===== config.mk =====
export PLATFORM = sky130hd
export DESIGN_NAME = fetch_queue
export DESIGN_NICKNAME = d
export VERILOG_FILES = /design/src/rtl/fetch_queue.sv
export SDC_FILE = /design/constraint.sdc
export NUM_CORES = 1
export LEC_CHECK = 0
export ABC_AREA = 1
export CAP_MARGIN = 15
export CORE_UTILIZATION = 25
export CTS_CLUSTER_SIZE = 40
export DETAILED_ROUTE_END_ITERATION = 10
export PLACE_DENSITY = 0.43
export SYNTH_ARGS = -nofsm -noshare
export SYNTH_HDL_FRONTEND = slang
export SYNTH_HIERARCHICAL = 1
export SYNTH_SLANG_ARGS = --single-unit

===== constraint.sdc =====
create_clock -name i_clk -period 7.3 [get_ports i_clk]
set_input_delay 1.095 -clock i_clk [delete_from_list [all_inputs] [get_ports i_clk]]
set_output_delay 1.095 -clock i_clk [all_outputs]
set_load 0.03 [all_outputs]

===== src/rtl/fetch_queue.sv =====
// fetch_queue: N-wide instruction fetch unit. Owns the fetch PC, issues
// block-aligned reads to a 1-cycle-latency ROM and buffers the returned
// instructions with their PCs in a circular queue for decode.
// Optional build macro FETCH_QUEUE_PERF_EN adds saturating perf counters.

module fetch_queue_chk #(
  parameter int unsigned CW          = 4,
  parameter int unsigned QUEUE_DEPTH = 8
) (
  input logic          i_clk,
  input logic          i_rst_n,
  input logic          i_redirect_valid,
  input logic [CW-1:0] i_count,
  input logic [CW-1:0] i_enq_n,
  input logic [CW-1:0] i_deq_n
);
  a_no_overflow: assert property (@(posedge i_clk) disable iff (!i_rst_n)
    !i_redirect_valid |-> ((int'(i_count) + int'(i_enq_n) - int'(i_deq_n)) <= int'(QUEUE_DEPTH)));
endmodule

module fetch_queue #(
  parameter int unsigned     XLEN        = 32,
  parameter int unsigned     FETCH_WIDTH = 2,
  parameter int unsigned     QUEUE_DEPTH = 8,
  parameter logic [XLEN-1:0] RESET_PC    = '0
) (
  input  logic                                 i_clk,
  input  logic                                 i_rst_n,
  input  logic                                 i_redirect_valid,
  input  logic [XLEN-1:0]                      i_redirect_pc,
  output logic                                 o_rom_en,
  output logic [XLEN-1:0]                      o_rom_addr,
  input  logic [FETCH_WIDTH*XLEN-1:0]          i_rom_inst,
  output logic [FETCH_WIDTH*XLEN-1:0]          o_inst,
  output logic [FETCH_WIDTH*XLEN-1:0]          o_pc,
  output logic [FETCH_WIDTH-1:0]               o_valid,
  input  logic [$clog2(FETCH_WIDTH+1)-1:0]     i_deq_count,
  output logic [$clog2(QUEUE_DEPTH+1)-1:0]     o_count
`ifdef FETCH_QUEUE_PERF_EN
  ,
  output logic [31:0]                          o_perf_fetched,
  output logic [31:0]                          o_perf_stall
`endif
);

  localparam int unsigned PW = $clog2(QUEUE_DEPTH);
  localparam int unsigned CW = $clog2(QUEUE_DEPTH+1);
  localparam int unsigned LW = (FETCH_WIDTH > 1) ? $clog2(FETCH_WIDTH) : 1;
  localparam logic [XLEN-1:0] BLK_BYTES  = XLEN'(4*FETCH_WIDTH);
  localparam logic [CW:0]     CREDIT_LIM = (CW+1)'(QUEUE_DEPTH - FETCH_WIDTH);
  localparam logic [CW:0]     FW_WIDE    = (CW+1)'(FETCH_WIDTH);

  logic [XLEN-1:0] r_fetch_pc;
  logic [XLEN-1:0] r_req_addr;
  logic [LW-1:0]   r_start_lane;
  logic [LW-1:0]   r_req_lane;
  logic            r_inflight;
  logic [PW-1:0]   r_head;
  logic [PW-1:0]   r_tail;
  logic [CW-1:0]   r_count;
  logic [XLEN-1:0] r_inst_mem [QUEUE_DEPTH];
  logic [XLEN-1:0] r_pc_mem   [QUEUE_DEPTH];

  logic [CW:0]     w_used;
  logic            w_credit_ok;
  logic            w_issue;
  logic [CW-1:0]   w_enq_n;
  logic [CW-1:0]   w_deq_ext;
  logic [CW-1:0]   w_deq_n;
  logic [LW-1:0]   w_redir_lane;
  logic [XLEN-1:0] w_redir_blk;

  // Credit check, issue decision, enqueue/dequeue counts and redirect decode
  always_comb begin
    w_used       = {1'b0, r_count} + (r_inflight ? FW_WIDE : (CW+1)'(0));
    w_credit_ok  = (w_used <= CREDIT_LIM);
    w_issue      = i_rst_n & ~i_redirect_valid & w_credit_ok;
    w_deq_ext    = CW'(i_deq_count);
    w_redir_blk  = i_redirect_pc & ~(BLK_BYTES - XLEN'(1));
    w_redir_lane = LW'((i_redirect_pc >> 2) & XLEN'(FETCH_WIDTH-1));
    if (r_inflight) begin
      w_enq_n = CW'(FETCH_WIDTH) - CW'(r_req_lane);
    end else begin
      w_enq_n = '0;
    end
    if (w_deq_ext > r_count) begin
      w_deq_n = r_count;
    end else begin
      w_deq_n = w_deq_ext;
    end
  end

  assign o_rom_en   = w_issue;
  assign o_rom_addr = r_fetch_pc;
  assign o_count    = r_count;

  // Fetch PC, in-flight tracking and queue pointers; redirect flushes everything
  always_ff @(posedge i_clk or negedge i_rst_n) begin
    if (!i_rst_n) begin
      r_fetch_pc   <= RESET_PC;
      r_req_addr   <= RESET_PC;
      r_start_lane <= '0;
      r_req_lane   <= '0;
      r_inflight   <= 1'b0;
      r_head       <= '0;
      r_tail       <= '0;
      r_count      <= '0;
    end else if (i_redirect_valid) begin
      r_fetch_pc   <= w_redir_blk;
      r_start_lane <= w_redir_lane;
      r_inflight   <= 1'b0;
      r_head       <= '0;
      r_tail       <= '0;
      r_count      <= '0;
    end else begin
      if (w_issue) begin
        r_fetch_pc   <= r_fetch_pc + BLK_BYTES;
        r_req_addr   <= r_fetch_pc;
        r_req_lane   <= r_start_lane;
        r_start_lane <= '0;
      end
      r_inflight <= w_issue;
      r_tail     <= r_tail + PW'(w_enq_n);
      r_head     <= r_head + PW'(w_deq_n);
      r_count    <= r_count + w_enq_n - w_deq_n;
    end
  end

  // Write the returned lanes (from the start lane upward) into queue storage
  always_ff @(posedge i_clk) begin
    if (r_inflight && !i_redirect_valid) begin
      for (int k = 0; k < int'(FETCH_WIDTH); k++) begin
        if (k >= int'(r_req_lane)) begin
          r_inst_mem[r_tail + PW'(k - int'(r_req_lane))] <= i_rom_inst[k*XLEN +: XLEN];
          r_pc_mem[r_tail + PW'(k - int'(r_req_lane))]   <= r_req_addr + XLEN'(4*k);
        end
      end
    end
  end

  // Present the oldest entries to decode, lane 0 first
  always_comb begin
    o_inst  = '0;
    o_pc    = '0;
    o_valid = '0;
    for (int k = 0; k < int'(FETCH_WIDTH); k++) begin
      o_inst[k*XLEN +: XLEN] = r_inst_mem[r_head + PW'(k)];
      o_pc[k*XLEN +: XLEN]   = r_pc_mem[r_head + PW'(k)];
      o_valid[k]             = (r_count > CW'(k));
    end
  end

`ifdef FETCH_QUEUE_PERF_EN
  logic [31:0] r_perf_fetched;
  logic [31:0] r_perf_stall;
  logic [32:0] w_fetch_sum;

  assign w_fetch_sum    = {1'b0, r_perf_fetched} + 33'(w_enq_n);
  assign o_perf_fetched = r_perf_fetched;
  assign o_perf_stall   = r_perf_stall;

  // Saturating counters of enqueued instructions and credit-stall cycles
  always_ff @(posedge i_clk or negedge i_rst_n) begin
    if (!i_rst_n) begin
      r_perf_fetched <= 32'd0;
      r_perf_stall   <= 32'd0;
    end else begin
      if (!i_redirect_valid) begin
        r_perf_fetched <= w_fetch_sum[32] ? 32'hFFFF_FFFF : w_fetch_sum[31:0];
        if (!w_credit_ok && (r_perf_stall != 32'hFFFF_FFFF)) begin
          r_perf_stall <= r_perf_stall + 32'd1;
        end
      end
    end
  end
`else
  // Performance counters are absent in this build.
`endif

  fetch_queue_chk #(
    .CW          (CW),
    .QUEUE_DEPTH (QUEUE_DEPTH)
  ) u_chk (
    .i_clk            (i_clk),
    .i_rst_n          (i_rst_n),
    .i_redirect_valid (i_redirect_valid),
    .i_count          (r_count),
    .i_enq_n          (w_enq_n),
    .i_deq_n          (w_deq_n)
  );

endmodule


==> impl_results.md <==
* FMAX at 181 MHz
* Mapped cell area at 31900 um^2
* Die Height at around 360 um
* Worst EP arrival at about 4.4 ns
* Die width at around 360 um
* Synth cell types at 34
* Placed instance count at between 5000 and 6000
* RSZ-0062 raised after global routing: no
* Via density per instance at 4.69
* Pwr dens at around 460 nW/um^2
* Clk_skew at between 0.04 and 0.05 ns
* Max stage delay on crit path at a little under 0.8 ns
* Top delay family on crit path: buffers and inverters
* Tot Pwr at around 17 mW
* Maximum vdd drop at around 0.36 mV
* Worst slew margin at 0.318
* Port Buf Inserts at 258
* Worst slew pin tran at ~1.0 ns
* Met1 Use GR at 0.218
* Vias in the first global route at 24200
* Total CTS buffers at 74
* Multi-input gate area at roughly 12000 um^2
* Nets@finish at 3853
* Buffer and inverter count on the worst path at 4
* M3 GR Usage at 0.0267
* CTS Hold Bufs at 0
* Status: complete, no violations
* Post-synthesis register bit count at around 570
* Drt first pass iters at 5
* Total Wirelength at approximately 110000 um
* Synth area leader: edfxtp_1
* Hold Crit Class: in2async
* Register area at 16700 um^2
* Sink Count at 567
* Final setup violating endpoints at 0
* EDFF count, synth at approximately 500
* Startpoint types: flop
* # fillers at between 10000 and 15000
* Initial antenna violation count at 9
* Grt met2 use at 0.257
* Most common cell on crit path: o21ai_0
* GPL Wtd Cong at between 0.7 and 0.8
* Asr flop ratio synth at 0.125
* Detailed Place HPWL at just under 60000 um
* CTS tree: yes
* Setup CP Type: reg2out
* Row cnt at 130
* Worst-Skew Late Latency at 0.64 ns
* Sequential element share of the synthesized area at 0.522
* Main area contributors after synthesis: edfxtp_1, o21ai_0, nand2_1
* Most Crowded Layer GR: met2
* CP max stage cell: buf_4
* Finished Layout Cells at 5436
* Top FF cell, synth: edfxtp_1
* Crit-path max FO at 95
* Worst-path clk slew at 0.06 ns
* Drt drc at 0
* Fin crit share at 0.756
* Initial core utilization at 0.253
* Worst endpoint required time at 6.20 ns
* IO Pins at 268
* Leakage power at 14.1 nW
* Layout cell share with drive strength beyond 1 at 0.0555
* Hold Vio Cnt, Final at 0
* Setup TNS at 0 ns
* Die area at approximately 130000 um^2
* Avg Synthesized Cell Area at a little over 8 um^2
* Routed length per instance at between 15 and 20 um
* DR iter-0 viols at 1862
* Routed vias at ~25000
* Resize count post-CTS at 0
* GRT overflow at 0
* CTS max path bufs at 3
* Post-Synthesis Cells at slightly below 4000
* Pin count of the biggest net entering global routing at 208
* Tmin final at about 5.5 ns
* Crit. End Element: output pin
* Tot GR Track Use at 0.159
* Htree depth at 3
* Synth warn at 6
* Syn-to-layout area delta at 16.1%
* Yosys top cell area share at 0.466
* Core area at 126000 um^2
* Critical-path cell list: buf_4 -> buf_4 -> o21ai_0 -> o21ai_0 -> inv_1 -> o21ai_0 -> clkdlybuf4s50_1
* Post-route ant nets at 0
* Postcts setup bufs at 0
* Root Buffer: clkbuf_16
* Max Slew Vio Count at 0
* First-pass GRT wire length at 155000 um
* Count leader, synth: o21ai_0
* Max cap viols at 0
* Synth top cells by count: o21ai_0, nand2_1, edfxtp_1
-- cells by family after synthesis --
logic type,Yosys count,synth area share
adders and majority gates,24,0.0103
other,1,0.000117
DFF,567,0.522
buffers and inverters,786,0.110
AOI/OAI and AO/OA,1334,0.215
and+or+nand+nor,1138,0.139
xor gates and xnor gates,10,0.00274
-- path summary, 6_finish.rpt --
check / start / end / slack, ns / cells after the start
min in group i_clk: r_start_lane / r_req_lane / 0.54 / 2
worst min-delay path: i_rst_n / o_rom_addr[15] / 0.37 / 1
max in group asynchronous: i_rst_n / r_head[0] / 5.90 / 2
worst max-delay path: r_head[0] / o_inst[54] / 1.78 / 7
worst min register to register: r_start_lane / r_req_lane / 0.54 / 2
worst max register to register: r_req_lane / r_pc_mem[3][10] / 3.67 / 8
-- cells in the final DEF (no fill, tap or decap), types with 12 or more instances in the layout --
cell type,synthesis,final
clkinv_2,0,14
clkbuf_1,299,14
clkdlybuf4s50_1,0,257
buf_4,27,32
o21ai_1,165,165
a21oi_1,254,254
dfrtp_1,71,68
inv_1,271,271
clkinv_1,1,12
ha_1,20,19
edfxtp_1,496,496
nor2_1,331,331
clkbuf_16,0,75
nand3_1,96,96
o21ai_0,851,847
o21ai_2,30,30
o21a_1,31,31
nand2_1,695,687
-- state kept, by name (all words and copies together), names as in the netlist --
register / cells
o_count: 4
r_req_lane: 1
r_req_addr: 29
r_inst_mem: 256
r_start_lane: 1
r_tail: 3
r_pc_mem: 240
r_head: 3
r_inflight: 1
o_rom_addr: 29
-- final cells by class --
cell class / instances / share of cell area
sequential: 567 / 0.450
multi-input combinational: 2513 / 0.322
timing repair buffer: 295 / 0.0791
tap: 1650 / 0.0557
clock buffer: 92 / 0.0531
inverter: 277 / 0.0283
clock inverter: 39 / 0.0122
antenna: 3 / 0.000202
-- per-stage QoR --
| step | worst slack, ns | hold WS, ns | util | instance area [um^2] |
|---|---|---|---|---|
| floorplan | 0.786 | 0.483 | - | 32000 |
| global placement | 2.42 | 0.505 | 0.275 | 34700 |
| detailed placement | 2.44 | 0.529 | 0.275 | 34700 |
| CTS | 1.69 | 0.340 | 0.294 | 37100 |
| global route | 1.47 | 0.370 | 0.294 | 37100 |
| finish | 1.78 | 0.370 | 0.294 | 37100 |
-- routing by layer --
metal  part of all wire  wire (um)
met1               0.47      50100
met2               0.46      48200
met3              0.054       5680
met4              0.017       1850
met5            0.00034         36
-- report_power, final --
group	internal (mW)	total (mW)	switching [mW]
registers	4.04	4.50	0.467
logic	2.91	8.84	5.93
clock network	2.18	3.67	1.49
-- worst register-to-register path: cells and delay by family (launching register included) --
family                   cells  cell delay, ns
AO/OA/AOI/OAI                1            0.15
XOR/XNOR                     2            0.48
adder cells (fa/ha/maj)      2            0.64
buffers and inverters        2            1.29
flip-flops                   1            0.49
AND/OR/NAND/NOR              1            0.19
Power figures use the tool's default switching activity.
